--- config.mk ---
export PLATFORM = sky130hd
export DESIGN_NAME = wbc_vic
export DESIGN_NICKNAME = d
export VERILOG_FILES = /design/src/rtl/wbc_vic.sv
export SDC_FILE = /design/constraint.sdc
export NUM_CORES = 1
export LEC_CHECK = 0
export CAP_MARGIN = 20
export CORE_MARGIN = 4
export CORE_UTILIZATION = 43
export CTS_CLUSTER_DIAMETER = 200
export CTS_CLUSTER_SIZE = 8
export DETAILED_ROUTE_END_ITERATION = 8
export MAX_ROUTING_LAYER = met4
export PLACE_DENSITY = 0.77
export SETUP_SLACK_MARGIN = 0.1
export SLEW_MARGIN = 10
export SYNTH_ARGS = -nofsm -noshare
export SYNTH_HDL_FRONTEND = slang
export SYNTH_SLANG_ARGS = --single-unit
--- constraint.sdc ---
create_clock -name wb_clk_i -period 1.7 [get_ports wb_clk_i]
set_input_delay 0.255 -clock wb_clk_i [delete_from_list [all_inputs] [get_ports wb_clk_i]]
set_output_delay 0.255 -clock wb_clk_i [all_outputs]
set_load 0.03 [all_outputs]
--- src/rtl/wbc_vic.sv ---
// wbc_vic: vectored-interrupt responder for the CPU VIRQ/ISTB/IACK handshake; define VIC_RR_EN for round-robin priority
module wbc_vic #(
  parameter int            N        = 4,
  parameter logic [16*N-1:0] VEC    = {16'o074, 16'o070, 16'o064, 16'o060},
  parameter logic [15:0]   SPUR_VEC = 16'o000000
) (
  input  logic         wb_clk_i,
  input  logic         wb_rst_n,
  input  logic [N-1:0] ireq,
  output logic         virq,
  input  logic         istb,
  output logic [15:0]  ivec,
  output logic         iack,
  output logic [N-1:0] dev_ack
);
  localparam int SW = (N > 1) ? $clog2(N) : 1;
  typedef enum logic [1:0] {IDLE, ACK, DONE, HOLD} state_t;
  state_t         r_state, w_state;
  logic           r_virq, w_virq, r_iack, w_iack, r_sel_v, w_sel_v, w_hit;
  logic [15:0]    r_ivec, w_ivec;
  logic [N-1:0]   r_dev_ack, w_dev_ack;
  logic [SW-1:0]  r_sel, w_sel, w_win, w_base;
  logic [SW:0]    w_idx;
`ifdef VIC_RR_EN
  logic [SW-1:0]  r_rr;
  assign w_base = r_rr;
  // advance the round-robin pointer past the source just serviced
  always_ff @(posedge wb_clk_i or negedge wb_rst_n)
    if (!wb_rst_n) r_rr <= '0;
    else if (r_state == DONE && r_sel_v) r_rr <= (r_sel == SW'(N-1)) ? '0 : r_sel + 1'b1;
`else
  assign w_base = '0;
`endif
  // first set request at or after w_base, wrapping modulo N
  always_comb begin
    w_hit = 1'b0;
    w_win = '0;
    w_idx = '0;
    for (int k = 0; k < N; k++) begin
      w_idx = {1'b0, w_base} + (SW+1)'(k);
      if (w_idx >= (SW+1)'(N)) w_idx = w_idx - (SW+1)'(N);
      if (!w_hit && ireq[w_idx[SW-1:0]]) begin
        w_hit = 1'b1;
        w_win = w_idx[SW-1:0];
      end
    end
  end
  // handshake sequencing; all outputs are registered next-values
  always_comb begin
    w_state   = r_state;
    w_virq    = 1'b0;
    w_iack    = r_iack;
    w_ivec    = r_ivec;
    w_sel     = r_sel;
    w_sel_v   = r_sel_v;
    w_dev_ack = '0;
    case (r_state)
      IDLE: if (istb) begin
        w_state = ACK;
        w_iack  = 1'b1;
        w_sel   = w_win;
        w_sel_v = w_hit;
        w_ivec  = w_hit ? VEC[16*w_win +: 16] : SPUR_VEC;
      end else w_virq = |ireq;
      ACK: if (!istb) begin
        w_state   = DONE;
        w_iack    = 1'b0;
        w_ivec    = '0;
        w_dev_ack = r_sel_v ? N'(1) << r_sel : '0;
      end
      DONE: w_state = HOLD;
      default: w_state = IDLE;
    endcase
  end
  // state and output registers
  always_ff @(posedge wb_clk_i or negedge wb_rst_n)
    if (!wb_rst_n) begin
      r_state   <= IDLE;
      r_virq    <= 1'b0;
      r_iack    <= 1'b0;
      r_ivec    <= '0;
      r_sel     <= '0;
      r_sel_v   <= 1'b0;
      r_dev_ack <= '0;
    end else begin
      r_state   <= w_state;
      r_virq    <= w_virq;
      r_iack    <= w_iack;
      r_ivec    <= w_ivec;
      r_sel     <= w_sel;
      r_sel_v   <= w_sel_v;
      r_dev_ack <= w_dev_ack;
    end
  assign virq    = r_virq;
  assign iack    = r_iack;
  assign ivec    = r_ivec;
  assign dev_ack = r_dev_ack;
endmodule
[Word level (Yosys, flattened, before mapping)]
Cells that the tools add are included.
Storage, ports and cells
  register bits: 27
  input port bits: 7
  output and inout port bits: 22
  word-level logic and storage cells: 47
Cells by class
  equal/unequal tests: 4
  shift-type cells: 2
  muxes and demuxes: 22
  reduce and logical (&&, ||, !) cells: 12
Operator list (number)
  64-bit by 7-bit indexed part select with 16-bit output (first input constant): 1
  16-bit 2-to-1 mux: 3
  16-bit one-hot mux with 2 select lines: 1
  4-bit 2-to-1 mux: 3
  1-bit 2-to-1 mux: 9
  2-bit 2-to-1 mux: 4
  2-bit one-hot mux with 3 select lines: 1
  2-bit inequality test (second input constant): 2
  2-bit AND reduction: 2
  4-bit OR reduction: 1
  1-bit by 2-bit << shifter with 4-bit output (first input constant): 1
  1-bit logical AND: 3
  1-bit logical NOT: 3
  3-bit AND reduction: 1
  2-bit by 1-bit equality test with 1-bit output (second input constant): 1
  2-bit equality test (second input constant): 1
  2-bit logical NOT: 1
  1-bit one-hot mux with 2 select lines: 1
  2-bit nonzero test: 1

[Logic depth before layout (Yosys ltp)]
  depth after elaboration: 14
  mapped depth: 6
  depth with buffers taken out: 5

[Worst setup path before layout]
OpenSTA, ideal clock, no wires.
  path kind: register to register
  from: register r_state[0]
  to: register r_state[0]
  setup time: 0.129 ns
  arrival: 1.117 ns
  data required time: 1.571 ns
  slack: 0.455 ns
  cell stages (with the launch flop): 6
  path buffers: 1
  period minus slack after synthesis: 1.245 ns
  path through: dfrtp_1 > inv_1 > ha_1 > buf_6 > a211oi_1 > a31oi_1
On the way
  longest elaborated chain between the ends: 3
  elaborated cells on any way between the ends: 7
  classes of those cells: 4 x eq/ne; 1 x mux; 2 x reduce/logical
RTL lines
  from (decl): line 18  | state_t r_state, w_state;
  from (signal assigned): line 86  | r_state <= w_state;
  2-bit by 1-bit equality test with 1-bit output or 2-bit logical NOT (tied branches): line 57  | case (r_state)
  2-bit inequality test (no line)
  2-bit AND reduction (no line)
Several ways; a longest one is shown, not always the timed one.
A chain may end at the register's enable or synchronous reset.

[Worst setup path in the final report]
  from: register r_dev_ack[3] (netlist: dev_ack[3])
  to: output port dev_ack[3]
RTL lines
  from (decl): line 21  | logic [N-1:0] r_dev_ack, w_dev_ack;
  from (signal assigned): line 92  | r_dev_ack <= w_dev_ack;
  to (decl): line 14  | output logic [N-1:0] dev_ack
No word-level cell between the ends.

==> metrics.md <==
| Metric | Value |
|---|---|
| Status | `complete, no violations` |
| Cells on worst reg2reg path | `5` |
| Global Route Usage Sum | `12.65%` |
| Initial antenna violation count | `0` |
| Worst Setup SP | `dev_ack[3]` |
| Levels on crit path | `1` |
| IO Port Bufs | `16` |
| Required @ worst endpoint | `about 1400 ps` |
| Largest net degree at the start of global routing | `15` |
| Peak VDD IR | `~950 uV` |
| Data arrival, critical path | `approximately 1300 ps` |
| Estimated wirelength of the detail-placed design | `1.068 mm` |
| Worst setup path end | `dev_ack[3]` |
| WP buf/inv | `1` |
| Flop2flop setup slack | `230 ps` |
| DRC errors left | `0` |
| Clock Latency Late Sink | `roughly 280 ps` |
| DR vias | `between 500 and 600` |
| Reg clk slew, reported paths | `around 90 ps` |
| MaxCap Viol Count | `0` |
| Setup crit end kind | `output port` |
| Tmin final | `about 1500 ps` |
| Die area | `around 2700 um^2` |
| Initial DRT Pass Iterations | `4` |
| Post-synth EDFFs | `0` |
| Antenna Cells | `0` |
| Nets@finish | `108` |
| Vias in the first global route | `between 400 and 500` |
| ANT nets after route | `0` |
| Seq cells post-synth | `14` |
| Core area | `~1800 um^2` |
| Netlist cell types | `23` |
| H-tree Lvls | `1` |
| Max_slew headroom | `59.74%` |
| Final WL | `1.382 mm` |
| Die W | `between 50 and 60 um` |
| Most frequent cells in the layout | `dfrtp_1, conb_1, clkdlybuf4s50_1, o21ai_0, nand2_1` |
| TritonCTS clock tree | `done` |
| Site row count | `15` |
| Gr ovfl total | `0` |
| RR Startpoint | `r_state[0]` |
| Setup TNS | `0 ps` |
| WL/cell | `about 11 um` |
| Post-synthesis cell count | `79` |
| Root buffer cell | `clkbuf_4` |
| Tcrit/Tclk final | `90.06%` |
| Crit-path cells | `clkdlybuf4s50_1` |
| Slew Viols, Final | `0` |
| Max FO, Critical Path | `1` |
| FFs w/ async S/R, synth | `100.0%` |
| Mapped cell area | `822.0 um^2` |
| Primary FF master, synth | `dfrtp_1` |
| Crit path max-delay family | `buffers and inverters` |
| Hold Vio Cnt, Final | `0` |
| Yosys warning count | `0` |
| R2r endpoint | `ivec[3]` |
| Starting Density | `roughly 47%` |
| Sequential area share after synthesis | `42.62%` |
| Filler cells | `~170` |
| Final setup fails | `0` |
| Leakage dissipation | `between 0.4 and 0.5 nW` |
| Slowest stage delay, CP | `about 670 ps` |
| Global placer's final weighted congestion | `0.7538` |
| CTS Buf Count | `3` |
| Vias per cell | `around 4.6` |
| Synthesized area per cell | `10.41 um^2` |
| Most common cell after layout, fill and taps aside | `dfrtp_1` |
| Synth-to-layout area growth | `18.42%` |
| Skew final | `about 11 ps` |
| Fmax | `about 650 MHz` |
| Placement Cell Area | `between 900 and 1000 um^2` |
| # IOs | `29` |
| Chip height | `51.73 um` |
| CTS max path bufs | `2` |
| Final instance area | `between 900 and 1000 um^2` |
| Slowest CP cell | `clkdlybuf4s50_1` |
| Pwr per Cell Area | `~1600 nW/um^2` |
| Kind of critical path | `reg -> out` |
| Global-route wire length before repair | `~2.3 mm` |
| Startpoint types | `register` |
| RSZ-0062 raised after global routing | `no` |
| DRT iter0 DRCs | `10` |
| Clk sinks | `14` |
| Worst Hold Class | `in -> async` |
| Worst-margin pin slew | `roughly 600 ps` |
| Layout cell share with drive strength beyond 1 | `between 10% and 20%` |
registers in the layout, summed over array words and instances, names as in the netlist:
register,count
ivec,3
r_sel_v,1
r_state,2
r_sel,2
dev_ack,4
iack,1
virq,1
worst register-to-register path, stage by stage, from the launching register on:
cell,delay (ps)
dfrtp_1,430
inv_1,100
ha_2,340
nand2_2,150
nor2_2,220
a221oi_2,100
synthesized netlist by cell type, types with 2 or more instances:
| cell | instances | area share, % |
|---|---|---|
| dfrtp_1 | 14 | 43 |
| buf_4 | 13 | 12 |
| o21ai_0 | 9 | 5.5 |
| nand2_1 | 7 | 3.2 |
| a21oi_1 | 4 | 2.4 |
| ha_1 | 4 | 6.1 |
| nor2_1 | 4 | 1.8 |
| a221oi_2 | 3 | 5.5 |
| buf_6 | 3 | 4.1 |
| nor3b_1 | 3 | 2.7 |
| inv_1 | 2 | 0.91 |
| o21ai_2 | 2 | 2.1 |
how the worst min path moves through the flow:
| stage | from | endpoint | depth (start not counted) | slack (ps) |
|---|---|---|---|---|
| final | wb_rst_n | iack | 1 | 340 |
| after global routing | wb_rst_n | iack | 1 | 390 |
| after detailed placement | r_sel[0] | dev_ack[2] | 1 | 480 |
| after floorplan | wb_rst_n | dev_ack[0] | 0 | -40 |
| after CTS | wb_rst_n | iack | 1 | 350 |
| after global placement | r_sel_v | r_sel_v | 2 | 470 |
where the power goes:
| part | leakage (nW) | switching [mW] | total [mW] | internal [mW] |
|---|---|---|---|---|
| Sequential | 0.178 | 0.0944 | 0.537 | 0.443 |
| Clock | 0.0210 | 0.110 | 0.240 | 0.130 |
| Combinational | 0.249 | 0.469 | 0.746 | 0.277 |
per-layer routing:
metal | GRT usage, % | share of wire, %
met1 | 15.68 | 44
met2 | 17.37 | 47
met3 | 4.585 | 7.5
met4 | 7.860 | 0.72
met5 | - | 0
kinds of logic (layout without fill, tap and decap cells):
logic type	Yosys count	count (layout)	share of synthesized area [%]
muxes	1	1	1.218
AOI/OAI and AO/OA	21	21	18.11
and+or+nand+nor	20	20	14.61
DFF	14	14	42.62
adders and majority gates	4	4	6.089
buffers and inverters	18	24	16.89
other	1	12	0.4562
layout make-up:
class	count	area, um^2	share of cell area, %
Sequential cell	14	350.3	35.99
Inverter	2	7.507	0.7712
Timing Repair Buffer	18	168.9	17.35
Multi-Input combinational cell	58	379.1	38.95
Tap cell	25	31.28	3.213
Clock buffer	4	36.28	3.728
what timing repair did:
| action | in CTS | in global routing |
|---|---|---|
| endpoints found under the setup margin | 5 | 8 |
| hold buffers | 0 | 0 |
| gates resized for setup | 5 | 2 |
| buffers inserted | 0 | 0 |
stage by stage:
step	instances	utilization (%)	hold WS, ps	setup slack [ps]	power, mW
after floorplan	90	-	-40.59	454.8	1.153
after global placement	117	53.19	474.0	186.3	1.282
after detailed placement	117	53.19	478.7	117.0	1.312
after CTS	121	54.89	352.0	107.5	1.525
after global routing	121	55.18	385.1	99.35	1.658
final	121	55.18	342.6	169.0	1.523
No activity file was read; power rests on OpenSTA's default activity.
